$ cat src/rtl/axi_buffer_wr_arbiter.sv
// ---------------------------------------------------------------------------
// axi_buffer_wr_arbiter
//
// Round-robin arbiter that shares the single write port of an axi_buffer
// FIFO between NUM_REQ producers. One producer owns the port at a time; the
// ownership (a burst) ends on a word marked last, after MAX_BURST words, or
// as soon as the owner drops valid. At least one idle cycle separates two
// bursts because arbitration only happens in the idle state.
//
// Optional feature (compile-time macro AXI_BUFFER_ARB_SRCID_EN):
//   defined   -> o_fifo_data = {source index, payload}, DATA_WIDTH+IDW bits
//   undefined -> o_fifo_data = payload, DATA_WIDTH bits
//
// Ports
//   clk                  rising-edge clock
//   reset                synchronous, active-high
//   i_req_valid          per-producer word valid
//   i_req_data           producer k at [k*DATA_WIDTH +: DATA_WIDTH]
//   i_req_last           per-producer last-word marker
//   o_req_ready          per-producer accept, at most one bit high
//   o_fifo_data          word presented to the FIFO write port
//   o_fifo_write_enable  FIFO write strobe (never high while full)
//   i_fifo_full          FIFO full flag
//   i_fifo_data_count    FIFO occupancy, status only (not used for control)
//   o_grant              one-hot current owner, 0 when idle
//   o_busy               high while a burst is in progress
// ---------------------------------------------------------------------------
module axi_buffer_wr_arbiter #(
    parameter int NUM_REQ    = 4,
    parameter int DATA_WIDTH = 8,
    parameter int DEPTH      = 256,
    parameter int MAX_BURST  = 16
) (
    input  logic                            clk,
    input  logic                            reset,
    input  logic [NUM_REQ-1:0]              i_req_valid,
    input  logic [NUM_REQ*DATA_WIDTH-1:0]   i_req_data,
    input  logic [NUM_REQ-1:0]              i_req_last,
    output logic [NUM_REQ-1:0]              o_req_ready,
`ifdef AXI_BUFFER_ARB_SRCID_EN
    output logic [DATA_WIDTH+$clog2(NUM_REQ)-1:0] o_fifo_data,
`else
    output logic [DATA_WIDTH-1:0]           o_fifo_data,
`endif
    output logic                            o_fifo_write_enable,
    input  logic                            i_fifo_full,
    input  logic [$clog2(DEPTH):0]          i_fifo_data_count,
    output logic [NUM_REQ-1:0]              o_grant,
    output logic                            o_busy
);

    localparam int IDW = $clog2(NUM_REQ);
    localparam int CW  = $clog2(MAX_BURST + 1);

    localparam logic ST_IDLE  = 1'b0;
    localparam logic ST_BURST = 1'b1;

    localparam logic [CW-1:0]      BURST_MAX = CW'(MAX_BURST);
    localparam logic [IDW-1:0]     LAST_IDX  = IDW'(NUM_REQ - 1);
    localparam logic [NUM_REQ-1:0] ONE_HOT0  = NUM_REQ'(1);

    // Burst counter increment that sticks at MAX_BURST.
    function automatic logic [CW-1:0] sat_inc(input logic [CW-1:0] v);
        return (v >= BURST_MAX) ? v : v + 1'b1;
    endfunction

    logic                  state;
    logic [IDW-1:0]        gnt_idx;
    logic [IDW-1:0]        last_gnt;
    logic [CW-1:0]         burst_cnt;

    logic                  in_burst;
    logic                  g_valid;
    logic                  g_last;
    logic                  xfer;
    logic                  burst_end;
    logic [CW-1:0]         cnt_next;
    logic [DATA_WIDTH-1:0] payload;

    logic                  found;
    logic [IDW-1:0]        next_idx;

    // Occupancy is informational only; reduce it so it is not left dangling.
    logic                  unused_data_count;
    assign unused_data_count = ^i_fifo_data_count;

    // Round-robin scan starting one past the previous owner.
    always_comb begin
        int cand;
        cand     = 0;
        found    = 1'b0;
        next_idx = '0;
        for (int i = 1; i <= NUM_REQ; i++) begin
            cand = (int'(last_gnt) + i) % NUM_REQ;
            if (!found && i_req_valid[IDW'(cand)]) begin
                found    = 1'b1;
                next_idx = IDW'(cand);
            end
        end
    end

    assign in_burst = (state == ST_BURST);
    assign g_valid  = i_req_valid[gnt_idx];
    assign g_last   = i_req_last[gnt_idx];
    assign payload  = i_req_data[int'(gnt_idx) * DATA_WIDTH +: DATA_WIDTH];

    // Ready only reflects full; a word moves when the owner is also valid.
    assign xfer     = in_burst & g_valid & ~i_fifo_full;
    assign cnt_next = sat_inc(burst_cnt);

    // A stall (owner valid low) releases the port even while the FIFO is full.
    assign burst_end = in_burst &
                       ((xfer & g_last) |
                        (xfer & (cnt_next == BURST_MAX)) |
                        ~g_valid);

    always_comb begin
        o_req_ready = '0;
        if (in_burst && !i_fifo_full) begin
            o_req_ready[gnt_idx] = 1'b1;
        end
    end

    assign o_fifo_write_enable = xfer;
    assign o_busy              = in_burst;

`ifdef AXI_BUFFER_ARB_SRCID_EN
    assign o_fifo_data = in_burst ? {gnt_idx, payload} : '0;
`else
    assign o_fifo_data = in_burst ? payload : '0;
`endif

    // ---- arbitration / burst state register ----
    always_ff @(posedge clk) begin
        if (reset) begin
            state     <= ST_IDLE;
            gnt_idx   <= '0;
            last_gnt  <= LAST_IDX;
            burst_cnt <= '0;
            o_grant   <= '0;
        end else if (!in_burst) begin
            if (found && !i_fifo_full) begin
                state     <= ST_BURST;
                gnt_idx   <= next_idx;
                burst_cnt <= '0;
                o_grant   <= ONE_HOT0 << next_idx;
            end
        end else begin
            if (xfer) begin
                burst_cnt <= cnt_next;
            end
            if (burst_end) begin
                state    <= ST_IDLE;
                last_gnt <= gnt_idx;
                o_grant  <= '0;
            end
        end
    end

endmodule
$ cat config.mk
export PLATFORM = sky130hd
export DESIGN_NAME = axi_buffer_wr_arbiter
export DESIGN_NICKNAME = d
export VERILOG_FILES = /design/src/rtl/axi_buffer_wr_arbiter.sv
export SDC_FILE = /design/constraint.sdc
export NUM_CORES = 1
export LEC_CHECK = 0
export CORE_AREA = 2 2 60 85
export CTS_CLUSTER_DIAMETER = 150
export CTS_CLUSTER_SIZE = 10
export DETAILED_ROUTE_END_ITERATION = 8
export DIE_AREA = 0 0 62 87
export SYNTH_ARGS = -nofsm -noshare
export SYNTH_HDL_FRONTEND = slang
export SYNTH_SLANG_ARGS = --single-unit
export TNS_END_PERCENT = 100
$ cat constraint.sdc
create_clock -name clk -period 2.2 [get_ports clk]
set_clock_uncertainty 0.15 [all_clocks]
set_input_delay 0.33 -clock clk [delete_from_list [all_inputs] [get_ports clk]]
set_output_delay 0.33 -clock clk [all_outputs]
set_load 0.005 [all_outputs]
==> Yosys cells after proc, flatten, opt, wreduce, memory -nomap -nowiden <==
Cells that the tools add are included.
W data, S select, Z words.
{ "word_totals": {"ff_bits": 14, "inputBits": 52, "output_inout_bits": 18, "wordCells": 85} }
{ "op_classes": {"add_sub_neg": 5, "magnitude_cmp": 7, "n_eq_ne": 3, "shifts": 2, "n_mux": 38, "bitwise": 10, "reduce_logical": 15} }
{ "ops": {"columns": ["op", "n"], "rows": [
  ["$shiftx A32 B6 Y8", 1],
  ["$mux W5", 4],
  ["$mux W1", 18],
  ["$lt A2 B4 Y1 const B", 4],
  ["$mux W4", 4],
  ["$bmux W1 S2", 6],
  ["$mux W2", 4],
  ["$mux W8", 1],
  ["$reduce_and A2 Y1", 4],
  ["$logic_and A1 B1 Y1", 6],
  ["$add A5 B1 Y5 const B", 1],
  ["$and A1 B1 Y1", 5],
  ["$eq A5 B5 Y1 const B", 1],
  ["$ge A5 B5 Y1 const B", 1],
  ["$add A2 B1 Y2 const B", 2],
  ["$add A2 B2 Y2 const B", 2],
  ["$logic_not A1 Y1", 4],
  ["$ne A2 B1 Y1 const B", 2],
  ["$shl A1 B2 Y4 const A", 1],
  ["$lt A2 B3 Y1 const B", 1],
  ["$not A1 Y1", 3],
  ["$demux W1 S2", 1],
  ["$ge A2 B1 Y1 const B", 1],
  ["$or A1 B1 Y1", 2],
  ["$reduce_bool A2 Y1", 1]
]} }

==> Logic depth before layout (Yosys ltp) <==
{ "logic_depth": {"ltp_word": 17, "mapped_depth": 7, "ltp_nobuf": 7} }

==> Worst setup path after synthesis <==
OpenSTA, ideal clock, no wires.
{ "synth_path": {"kind": "register -> output", "start": "register gnt_idx[0]", "end": "output port o_fifo_data[1]", "arrival_time_ns": 1.376, "required_ns": 1.720, "setup_slack_ns": 0.344, "path_stages_with_launch": 5, "path_buffers": 2, "cell_sequence": "dfxtp_1 -> buf_2 -> buf_2 -> mux4_2 -> and2_1"} }
{ "synth_between": {"elab_chain_len": 2} }
{ "synth_lines": {"columns": ["item", "line", "rtl"], "rows": [
  ["start, declared", "68", "logic [IDW-1:0] gnt_idx;"],
  ["start signal, assigned", "144", "gnt_idx <= next_idx;"],
  ["$shiftx A32 B6 Y8", "105", "assign payload = i_req_data[int'(gnt_idx) * DATA_WIDTH +: DATA_WIDTH];"],
  ["$mux W8", "130", "assign o_fifo_data = in_burst ? payload : '0;"],
  ["end, declared", "43", "output logic [DATA_WIDTH-1:0] o_fifo_data,"]
]} }
Every way passes these cells.

==> Worst setup path after layout <==
{ "layout_path": {"start": "register gnt_idx[0]", "end": "output port o_fifo_data[6]"} }
Same word-level chain as after synthesis.

==> results.yml <==
outcome:
  status: "complete, no violations"
detailed_routing:
  drt-total-wl_mm: 3.53
  num_vias: 1221
  ant_nets: 0
  drc_errors: 0
  first_pass_iters: 4
  drt_iter0_markers: 10
  wl_per_cell_um: 13.3
  drt-vias-per-instance: 4.61
finish:
  syn2layout_area_growth_pct: 77.8
  diodes: 0
  final_cell_mix: "clkdlybuf4s50_1 (44), buf_4 (18), nor2_1 (13), dfxtp_1 (13), mux4_2 (10)"
  nets: 256
  final_common_cell: "clkdlybuf4s50_1"
  fillers: 494
  drive_above_1_share_pct: 22.4
  finalNonFillerCells: 265
critical_path:
  cpPeakStageDelay_ns: 0.49
  path_delay_family: "multiplexers"
  worstSetupEndpoint: "o_fifo_data[6]"
  reg2reg_slack_ns: 0.27
  worstSetupPathType: "reg2out"
  cp-start-kind: "flop"
  arrival_ns: 1.65
  crit_slowest_cell: "mux4_2"
  reg2reg_depth: 7
  crit_path_cell_trace: "buf_16 > mux4_2 > and2_4 > dlygate4sd2_1"
  cp_max_fo: 6
  endpoint_kind: "output port"
  rr_endpoint: "o_grant[2]"
  cp.depth: 4
  crit_start: "gnt_idx[0]"
  crit_buf_inv: 2
  r2r_start: "gnt_idx[0]"
  crit_required_ns: 1.72
place:
  port_buffers: 60
  gp_congestion: 0.795
  post-place-cells: 255
  dp_slack_ns: -0.176
  dp_hpwl_mm: 2.88
cts:
  clockRootBuffer: "clkbuf_8"
  cts_tree: "done"
  ctsHoldBuffers: 0
  cts_buffers: 3
  clock_sinks: 14
  htreeDepth: 1
  clkLatencyLatePin_ns: 0.25
  cts_buffer_depth: 2
  path_clk_slew_ns: 0.06
timing:
  rsz0062_at_grt: "no"
  fmax_mhz: 468
  setup_ws_ns: 0.0652
  timing.hold.ws_ns: 0.335
  finalCritPeriodShare_pct: 97.0
  setup-violations-final: 0
  fin_crit_ns: 2.13
  worst_pin_slew_ns: 0.463
  relSlewSlack_pct: 69.1
  hold_viol: 0
  finalSetupTns_ns: 0
  finalMaxSlewViolations: 0
yosys:
  netlist_area_um2: 1130
  synth_cell_types: 39
  synthesis.nets: 178
  ys_ff_latch: 14
  synth_edf_count: 0
  avgSynthCellArea_um2: 9.09
  async_reset_ff_share_pct: 0
  synth_cells: 124
  yosysSeqAreaShare_pct: 24.9
  yosys_most_used_dff: "dfxtp_1"
  ys_warn_count: 0
die:
  die_w_um: 62
  die-area_um2: 5390
  ioPinCount: 70
  start_util_pct: 24.0
  core_um2: 4690
  die_h_um: 87
  std_cell_rows: 30
global_routing:
  antenna_found_initial: 0
  grt_pass1_wl_mm: 5.71
  grt_max_degree: 18
  grt_pass1_vias: 1266
  gr-total-overflow: 0
  track_usage_pct: 13.9
hold_path:
  hp-start: "o_grant[0]"
  worstHoldPathType: "reg2reg"
pwr:
  leakage_nw: 0.879
  peakVddDrop_uv: 245
  power.density_nw_per_um2: 426
flow_run:
  cap_viol_max_count: 0
## repair_timing
item / in CTS / in global routing
buffers inserted: 2 / 3
hold endpoints to repair: 0 / 0
cloned: 1 / 0
pin swaps: 3 / 1
setup endpoints to repair: 10 / 9
resized for setup: 16 / 14
## registers in the layout (all words and copies together), names as in the netlist
signal     flops
o_grant        4
gnt_idx        2
last_gnt       2
o_busy         1
burst_cnt      5
## synthesized netlist by cell type (4+ instances only)
master,instances,area share (%)
a21oi_1,5,2.2
mux2i_1,4,3.6
nor2_1,13,4.3
clkbuf_1,4,1.3
nor2b_1,4,2.2
mux4_2,8,16
nand2b_1,4,2.2
inv_1,7,2.3
nand2_1,9,3.0
dfxtp_1,14,25
and2_1,9,5.0
## routing by layer
| metal | share of wire [%] | global-route usage (%) | vias up | wire [um] |
|---|---|---|---|---|
| li1 | - | - | 616 | - |
| met1 | 38 | 14.7 | 570 | 1360 |
| met2 | 56 | 25.7 | 21 | 1970 |
| met3 | 2.0 | 2.08 | 14 | 70 |
| met4 | 3.8 | 5.61 | 0 | 135 |
| met5 | 0 | 0 | - | 0 |
## power by group
group	internal (W)	switching [W]	leakage, nW	total [W]
Combinational	0.000206	0.000111	0.736	0.000317
Sequential	0.000269	0.0000154	0.115	0.000284
Clock	0.000158	0.0000934	0.0288	0.000252
Total	0.000633	0.000220	0.879	0.000853
## how the worst min path moves through the flow
stage | cells past startpoint | end | slack, ns
2_1_floorplan | 1 | o_grant[3] | 0.33
3_3_place_gp | 1 | o_grant[0] | 0.33
3_5_place_dp | 1 | o_grant[0] | 0.33
4_1_cts | 1 | o_grant[0] | 0.34
5_1_grt | 1 | o_grant[0] | 0.37
6_report | 1 | o_grant[0] | 0.34
## kinds of logic (layout without fill, tap and decap cells)
logic type / count (synthesis) / after routing / synth area share [%]
DFF: 14 / 14 / 24.9
AOI/OAI and AO/OA: 25 / 25 / 16.3
buffers and inverters: 14 / 91 / 5.55
and+or+nand+nor: 55 / 55 / 26.9
muxes: 14 / 14 / 24.2
adders and majority gates: 2 / 2 / 2.22
## final cells by class
class | instances | area (um2) | share of cell area [%]
repair buffers | 80 | 774 | 38.6
inverters | 7 | 26.3 | 1.31
multi-input cells | 96 | 785 | 39.1
well taps | 64 | 80.1 | 4.00
flip-flops and latches | 14 | 284 | 14.2
clock buffers | 4 | 55.1 | 2.75
## per-stage QoR
| step | util (%) | cell area (um2) | power, W |
|---|---|---|---|
| detailed placement | 40.3 | 1890 | 0.000597 |
| floorplan | - | 1130 | 0.000428 |
| global placement | 40.3 | 1890 | 0.000593 |
| global route | 42.7 | 2000 | 0.000900 |
| finish | 42.7 | 2000 | 0.000853 |
| CTS | 42.4 | 1990 | 0.000862 |
No activity file was read; power rests on OpenSTA's default activity.
